<file path="config.mk">
export PLATFORM = sky130hd
export DESIGN_NAME = bw_tester_axil_regs
export DESIGN_NICKNAME = d
export VERILOG_FILES = /design/src/rtl/bw_tester_pkg.sv /design/src/rtl/bwt_rst_handshake.sv /design/src/rtl/bw_tester_axil_regs.sv
export SDC_FILE = /design/constraint.sdc
export NUM_CORES = 1
export LEC_CHECK = 0
export CAP_MARGIN = 5
export CORE_ASPECT_RATIO = 0.7
export CORE_MARGIN = 3
export CORE_UTILIZATION = 50
export CTS_CLUSTER_SIZE = 12
export DETAILED_ROUTE_END_ITERATION = 8
export HOLD_SLACK_MARGIN = 0.08
export PLACE_DENSITY = 0.79
export SLEW_MARGIN = 20
export SYNTH_ARGS = -nofsm -noshare
export SYNTH_HDL_FRONTEND = slang
export SYNTH_SLANG_ARGS = --single-unit
</file>
<file path="constraint.sdc">
create_clock -name clk -period 10.6 [get_ports clk]
set_input_delay 2.12 -clock clk [delete_from_list [all_inputs] [get_ports clk]]
set_output_delay 2.12 -clock clk [all_outputs]
set_load 0.02 [all_outputs]
</file>
<file path="src/rtl/bw_tester_pkg.sv">
// Shared definitions for the bandwidth tester AXI4-Lite register block:
// register map, CTRL/STATUS bit positions, response codes and reset FSM states.
package bw_tester_pkg;

  localparam int BWT_REG_CTRL         = 'h00;
  localparam int BWT_REG_STATUS       = 'h04;
  localparam int BWT_REG_SHADOW_FIRST = 'h08;
  localparam int BWT_REG_SHADOW_LAST  = 'h28;
  localparam int BWT_REG_ID           = 'h2C;

  localparam int BWT_NUM_SHADOWS = 9;

  localparam int BWT_CTRL_TRIGGER  = 0;
  localparam int BWT_CTRL_RESET    = 1;
  localparam int BWT_CTRL_SNAPSHOT = 2;
  localparam int BWT_CTRL_RUNNING  = 0;
  localparam int BWT_CTRL_PENDING  = 1;

  localparam int BWT_STAT_OVERFLOW  = 0;
  localparam int BWT_STAT_UNDERFLOW = 1;
  localparam int BWT_STAT_TIMEOUT   = 2;

  localparam logic [1:0] BWT_RESP_OKAY   = 2'b00;
  localparam logic [1:0] BWT_RESP_SLVERR = 2'b10;

  typedef enum logic [1:0] {
    IDLE     = 2'd0,
    REQ      = 2'd1,
    WAIT_LOW = 2'd2
  } bwt_rst_state_t;

  // Everything from CTRL up to and including ID is decoded; the rest is a hole.
  function automatic logic bwt_is_mapped(input logic [3:0] word);
    return word <= 4'(BWT_REG_ID / 4);
  endfunction

endpackage

</file>
<file path="src/rtl/bwt_rst_handshake.sv">
// Reset request/acknowledge handshake towards the tester, with a timeout
// that abandons the request if the acknowledge never arrives.
module bwt_rst_handshake
  import bw_tester_pkg::*;
#(
  parameter int C_RST_TIMEOUT = 16
) (
  input  logic clk,
  input  logic rst_n,
  input  logic start,
  input  logic reset_ack,
  output logic reset_timer,
  output logic pending,
  output logic done,
  output logic timed_out
);

  localparam int CW = (C_RST_TIMEOUT > 1) ? $clog2(C_RST_TIMEOUT) : 1;
  localparam logic [CW-1:0] CNT_LAST = CW'(C_RST_TIMEOUT - 1);

  bwt_rst_state_t state, state_next;
  logic [CW-1:0]  cnt, cnt_next;

  // NOTE: clocked state uses non-blocking (<=) so every register samples pre-edge values.
  always_ff @(posedge clk) begin
    if (!rst_n) begin
      state <= IDLE;
      cnt   <= '0;
    end else begin
      state <= state_next;
      cnt   <= cnt_next;
    end
  end

  // NOTE: every output of a combinational block gets a default first, otherwise a latch is inferred.
  always_comb begin
    state_next = state;
    cnt_next   = cnt;
    done       = 1'b0;
    timed_out  = 1'b0;
    case (state)
      IDLE: begin
        if (start) begin
          state_next = REQ;
          cnt_next   = '0;
        end
      end
      REQ: begin
        if (reset_ack) begin
          state_next = WAIT_LOW;
        end else if (cnt == CNT_LAST) begin
          state_next = IDLE;
          done       = 1'b1;
          timed_out  = 1'b1;
        end else begin
          cnt_next = cnt + CW'(1);
        end
      end
      WAIT_LOW: begin
        if (!reset_ack) begin
          state_next = IDLE;
          done       = 1'b1;
        end
      end
      default: state_next = IDLE;
    endcase
  end

  assign reset_timer = (state == REQ);
  assign pending     = (state != IDLE);

endmodule

</file>
<file path="src/rtl/bw_tester_axil_regs.sv">
// AXI4-Lite register file in front of the bandwidth tester: control commands,
// sticky FIFO error flags, coherent result snapshots and the ID register.
module bw_tester_axil_regs
  import bw_tester_pkg::*;
#(
  parameter int          C_S_AXI_DATA_WIDTH = 32,
  parameter int          C_S_AXI_ADDR_WIDTH = 6,
  parameter int          C_RST_TIMEOUT      = 16,
  parameter logic [31:0] C_ID_VALUE         = 32'hB37E5701
) (
  input  logic                            clk,
  input  logic                            rst_n,
  input  logic [C_S_AXI_ADDR_WIDTH-1:0]   s_axi_awaddr,
  input  logic                            s_axi_awvalid,
  output logic                            s_axi_awready,
  input  logic [C_S_AXI_DATA_WIDTH-1:0]   s_axi_wdata,
  input  logic [C_S_AXI_DATA_WIDTH/8-1:0] s_axi_wstrb,
  input  logic                            s_axi_wvalid,
  output logic                            s_axi_wready,
  output logic [1:0]                      s_axi_bresp,
  output logic                            s_axi_bvalid,
  input  logic                            s_axi_bready,
  input  logic [C_S_AXI_ADDR_WIDTH-1:0]   s_axi_araddr,
  input  logic                            s_axi_arvalid,
  output logic                            s_axi_arready,
  output logic [C_S_AXI_DATA_WIDTH-1:0]   s_axi_rdata,
  output logic [1:0]                      s_axi_rresp,
  output logic                            s_axi_rvalid,
  input  logic                            s_axi_rready,
  output logic                            trigger,
  output logic                            reset_timer,
  input  logic                            reset_ack,
  input  logic [31:0]                     timer,
  input  logic [31:0]                     s2mm_wlast_timer_reg,
  input  logic [31:0]                     s2mm_stream_timer_reg,
  input  logic [31:0]                     s2mm_wlast_count,
  input  logic [31:0]                     s2mm_stream_count,
  input  logic [31:0]                     mm2s_arwalid_timer_reg,
  input  logic [31:0]                     mm2s_stream_timer_reg,
  input  logic [31:0]                     mm2s_tlast_count,
  input  logic [31:0]                     mm2s_stream_count,
  input  logic                            fifo_overflow,
  input  logic                            fifo_underflow
);

  localparam logic [3:0] W_CTRL         = 4'(BWT_REG_CTRL / 4);
  localparam logic [3:0] W_STATUS       = 4'(BWT_REG_STATUS / 4);
  localparam logic [3:0] W_SHADOW_FIRST = 4'(BWT_REG_SHADOW_FIRST / 4);
  localparam logic [3:0] W_SHADOW_LAST  = 4'(BWT_REG_SHADOW_LAST / 4);
  localparam logic [3:0] W_ID           = 4'(BWT_REG_ID / 4);

  logic        aw_w_ready, wr_en, rd_en;
  logic [3:0]  wr_word, rd_word, shadow_idx;
  logic        wr_ctrl, wr_status, cmd_trigger, cmd_reset, cmd_snap;
  logic [2:0]  w1c;
  logic        snap_pending, running;
  logic [2:0]  sticky;
  logic        rst_pending, rst_done, rst_timed_out;
  logic [31:0] rd_data_next;
  logic [1:0]  rd_resp_next;
  logic [31:0] live   [BWT_NUM_SHADOWS];
  logic [31:0] shadow [BWT_NUM_SHADOWS];

  assign live = '{timer, s2mm_wlast_timer_reg, s2mm_stream_timer_reg, s2mm_wlast_count,
                  s2mm_stream_count, mm2s_arwalid_timer_reg, mm2s_stream_timer_reg,
                  mm2s_tlast_count, mm2s_stream_count};

  assign s_axi_awready = aw_w_ready;
  assign s_axi_wready  = aw_w_ready;

  assign wr_en       = aw_w_ready & s_axi_awvalid & s_axi_wvalid;
  assign rd_en       = s_axi_arready & s_axi_arvalid;
  assign wr_word     = s_axi_awaddr[5:2];
  assign rd_word     = s_axi_araddr[5:2];
  assign wr_ctrl     = wr_en & (wr_word == W_CTRL) & s_axi_wstrb[0];
  assign wr_status   = wr_en & (wr_word == W_STATUS) & s_axi_wstrb[0];
  assign cmd_reset   = wr_ctrl & s_axi_wdata[BWT_CTRL_RESET];
  // A reset request in the same write swallows the trigger.
  assign cmd_trigger = wr_ctrl & s_axi_wdata[BWT_CTRL_TRIGGER] & ~s_axi_wdata[BWT_CTRL_RESET];
  assign cmd_snap    = wr_ctrl & s_axi_wdata[BWT_CTRL_SNAPSHOT];
  assign w1c         = wr_status ? s_axi_wdata[2:0] : 3'b000;

  bwt_rst_handshake #(.C_RST_TIMEOUT(C_RST_TIMEOUT)) u_rst_handshake (
    .clk         (clk),
    .rst_n       (rst_n),
    .start       (cmd_reset),
    .reset_ack   (reset_ack),
    .reset_timer (reset_timer),
    .pending     (rst_pending),
    .done        (rst_done),
    .timed_out   (rst_timed_out)
  );

  // While a capture is pending the live inputs are what the shadows are about to hold.
  assign shadow_idx = rd_word - W_SHADOW_FIRST;

  always_comb begin
    rd_data_next = '0;
    rd_resp_next = BWT_RESP_OKAY;
    case (rd_word) inside
      W_CTRL: begin
        rd_data_next[BWT_CTRL_RUNNING] = running;
        rd_data_next[BWT_CTRL_PENDING] = rst_pending;
      end
      W_STATUS: rd_data_next[BWT_STAT_TIMEOUT:BWT_STAT_OVERFLOW] = sticky;
      [W_SHADOW_FIRST:W_SHADOW_LAST]:
        rd_data_next = snap_pending ? live[shadow_idx] : shadow[shadow_idx];
      W_ID: rd_data_next = C_ID_VALUE;
      default: rd_resp_next = BWT_RESP_SLVERR;
    endcase
  end

  always_ff @(posedge clk) begin
    if (!rst_n) begin
      aw_w_ready    <= 1'b0;
      s_axi_bvalid  <= 1'b0;
      s_axi_bresp   <= BWT_RESP_OKAY;
      s_axi_arready <= 1'b0;
      s_axi_rvalid  <= 1'b0;
      s_axi_rdata   <= '0;
      s_axi_rresp   <= BWT_RESP_OKAY;
      trigger       <= 1'b0;
      snap_pending  <= 1'b0;
      running       <= 1'b0;
      sticky        <= '0;
      // NOTE: the shadows are software-visible, so they are reset even though they are storage.
      for (int i = 0; i < BWT_NUM_SHADOWS; i++) shadow[i] <= '0;
    end else begin
      aw_w_ready    <= s_axi_awvalid & s_axi_wvalid & ~s_axi_bvalid & ~aw_w_ready;
      s_axi_arready <= s_axi_arvalid & ~s_axi_rvalid & ~s_axi_arready;

      if (wr_en) begin
        s_axi_bvalid <= 1'b1;
        s_axi_bresp  <= bwt_is_mapped(wr_word) ? BWT_RESP_OKAY : BWT_RESP_SLVERR;
      end else if (s_axi_bready) begin
        s_axi_bvalid <= 1'b0;
      end

      if (rd_en) begin
        s_axi_rvalid <= 1'b1;
        s_axi_rdata  <= rd_data_next;
        s_axi_rresp  <= rd_resp_next;
      end else if (s_axi_rready) begin
        s_axi_rvalid <= 1'b0;
      end

      trigger      <= cmd_trigger;
      snap_pending <= cmd_snap;
      if (snap_pending) begin
        for (int i = 0; i < BWT_NUM_SHADOWS; i++) shadow[i] <= live[i];
      end

      if (cmd_trigger)   running <= 1'b1;
      else if (rst_done) running <= 1'b0;

      // Set beats clear when both land on the same edge.
      sticky <= (sticky & ~w1c) | {rst_timed_out, fifo_underflow, fifo_overflow};
    end
  end

  logic unused_bits;
  assign unused_bits = ^{s_axi_awaddr[1:0], s_axi_araddr[1:0], s_axi_wdata[31:3], s_axi_wstrb[3:1]};

endmodule

</file>
==> flow_summary.yaml <==
sta:
  finalSetupViolations: 0
  final_max_slew_viol_count: 0
  worst_slack_ns: 4.33
  fin_crit_sh_pct: 59.1
  finalSetupTns_ns: 0
  max_freq_mhz: 160
  grt_setup_unrepaired: "no"
  finClkSkew_ns: 0.0123
  hold_violations: 0
  tightest_slew_ns: 1.14
  maxSlewHeadroom_pct: 24.1
  fin_crit_ns: 6.27
logic_synthesis:
  yosys_warnings: 0
  avgSynthCellArea_um2: 13.8
  synthArstFlopShare_pct: 0
  ys_seq_elements: 338
  synth.distinct_cells: 55
  ys_seq_area_share_pct: 55.4
  synth_area_um2: 17400
  synth-edff-count: 288
  synthCells: 1263
  synth-main-ff-cell: "edfxtp_1"
drt:
  drt_iter0_markers: 1489
  ant_nets: 0
  drt_pre_antenna_iters: 6
  drc: 0
  dr_total_vias: 12700
  wl_per_cell_um: 23.7
  wirelength_mm: 48.0
  viasPerCell: 6.25
clock_tree:
  post-cts-setup-buffers: 0
  clockBufferDepth: 3
  htree_levels: 2
  cts_sinks: 338
  clockRootBuffer: "clkbuf_16"
  worstSkewPairLatency_ns: 0.52
  cts_tree: "yes"
  clk_pin_slew_ns: 0.06
  cts_resized: 0
  cts_hold_buf: 0
  cts_buffers: 36
cells_and_area:
  syn2layout_area_growth_pct: 27.4
  drive_gt1_share_pct: 13.1
  nets: 1885
place:
  place_ws_ns: 3.82
  numPortBuffers: 350
  dp_hpwl_mm: 30.9
  gp_congestion: 0.839
pwr:
  power_leakage_nw: 8.79
  seq_power_share_pct: 48.0
  power_density_nw_per_um2: 141
  power.total_mw: 3.13
  switching_share_pct: 22.7
  combPwrFrac_pct: 13.7
  vdd_drop_max_mv: 0.123
  internal_power_mw: 2.42
  pwr-share-clk_pct: 38.3
  p_sw_uw: 711
die:
  io_pins: 389
  core_area_um2: 33900
  start_util_pct: 51.3
  die_h_um: 162
  die_area_um2: 37100
  die_x_um: 229
  row_count: 56
global_route:
  antenna_found_initial: 4
  grt_max_degree: 181
  grt_pass1_wl_mm: 73.9
  grt_overflow_total: 0
  grt_pass1_vias: 12600
  grt.total_usage_pct: 25.5
min_path:
  hp-class: "register to register"
worst_setup_path:
  cp_common_cell: "buf_4"
  crit_type: "primary input to register"
  end_kind: "register"
  crit_required_ns: 11.05
  crit_chain: "buf_4, inv_1, buf_4, ha_4, buf_4, and3_1, and4_1, a221o_1, o31a_1"
  slowest_stage: "buf_4"
  cp.arrival_ns: 6.71
  crit_path_start_kind: "primary input"
  cp_max_fo: 56
  cpPeakStageDelay_ns: 0.79
flow_run:
  cap_violations: 0
outcome:
  status: "complete, no violations"
==> through the flow <==
stage               util (%)  instances  instance area [um^2]  hold WS, ns
floorplan                  -       1264                 17400        0.456
global placement        62.1       1959                 21100        0.431
detailed placement      62.1       1959                 21100        0.444
CTS                     65.4       2023                 22200        0.452
global route            65.4       2024                 22200        0.484
finish                  65.4       2024                 22200        0.447
==> synth_stat cells, types with 2 or more instances <==
library cell / count / area, um^2
edfxtp_1: 288 / 8650
buf_1: 2 / 7.51
a311o_1: 2 / 20.0
mux4_2: 126 / 2840
or3_1: 2 / 12.5
a31oi_1: 3 / 18.8
ha_1: 6 / 75.1
a32o_1: 17 / 170
mux2i_1: 47 / 470
nand4_1: 4 / 25.0
buf_2: 24 / 120
nor2b_1: 9 / 56.3
inv_1: 9 / 33.8
a21oi_1: 39 / 195
o211ai_1: 21 / 158
a221o_1: 13 / 130
and4_1: 2 / 17.5
nor3_1: 2 / 10.0
buf_6: 5 / 56.3
nor2_1: 42 / 158
o21ai_1: 12 / 60.1
o21ai_0: 43 / 215
nand2b_1: 6 / 37.5
o21a_1: 2 / 15.0
and3_1: 290 / 1810
dfxtp_1: 50 / 1000
buf_4: 9 / 67.6
clkbuf_1: 96 / 360
o31a_1: 13 / 114
nand2_1: 36 / 135
mux2_2: 2 / 22.5
and2_1: 5 / 31.3
a21boi_0: 4 / 30.0
nand3_1: 8 / 40.0
a21o_1: 4 / 30.0
==> registers in the layout (all words and copies together) (netlist names) <==
signal and flops:
shadow 288, s_axi_rdata 32, u_rst_handshake.cnt 4, sticky 3, u_rst_handshake.state 2, running 1
s_axi_arready 1, s_axi_awready 1, s_axi_bresp 1, s_axi_bvalid 1, s_axi_rresp 1, s_axi_rvalid 1
snap_pending 1, trigger 1
==> worst max-delay path: cells and delay by family <==
family,cells,cell delay [ns]
buf+inv,4,2.28
compound gates,2,0.39
simple gates,2,1.07
fa+ha+maj,1,0.70
==> routing by layer <==
metal / global-route usage (%) / part of all wire (%) / up-vias
met4: 6.21 / 2.3 / 6
met3: 6.00 / 10 / 73
met5: 0 / 0.071 / -
met1: 36.8 / 41 / 6242
met2: 39.5 / 46 / 744
li1: - / - / 5588
==> layout by cell type (no fill, tap or decap), types with 37 or more instances in the layout <==
master           Yosys  layout
nor2_1              42      41
mux4_2             126     126
and3_1             290     290
o21ai_0             43      43
clkdlybuf4s50_1      0     347
mux2i_1             47      47
dfxtp_1             50      49
clkbuf_16            0      37
a21oi_1             39      39
edfxtp_1           288     288
==> path summary, 6_finish.rpt <==
kind	from	depth (start not counted)	slack, ns	to
worst max-delay path	s_axi_araddr[3]	9	4.33	s_axi_rdata[22]
worst max register to register	snap_pending	2	7.70	shadow[0][31]
worst min-delay path	s_axi_bvalid	1	0.45	s_axi_awready
worst min register to register	s_axi_bvalid	1	0.45	s_axi_awready
==> cells by family (layout without fill, tap and decap cells) <==
kind of cell	after synthesis	in the layout	synth area share, %
flops	338	338	55.4
other cells	1	3	0.0215
fa+ha+maj	6	6	0.431
compound gates	183	183	7.25
xor+xnor	2	2	0.144
mux	175	175	19.1
simple gates	413	413	13.9
buf+inv	145	440	3.71
==> power by group through the flow <==
stage | combinational, mW | sequential, mW | clock [mW]
2_1_floorplan | 0.219 | 1.54 | 0
3_3_place_gp | 0.422 | 1.52 | 0
3_5_place_dp | 0.426 | 1.53 | 0
4_1_cts | 0.428 | 1.50 | 1.22
5_1_grt | 0.455 | 1.50 | 1.28
6_report | 0.428 | 1.50 | 1.20
==> layout make-up <==
cell class / count / area, um^2
Fill cell: 2495 / 11700
Sequential cell: 338 / 9650
Multi-Input combinational cell: 781 / 7160
Timing Repair Buffer: 367 / 3650
Clock buffer: 58 / 1050
Tap cell: 464 / 581
Clock inverter: 6 / 51.3
Inverter: 9 / 33.8
Antenna cell: 1 / 2.50
Power figures use the tool's default switching activity.
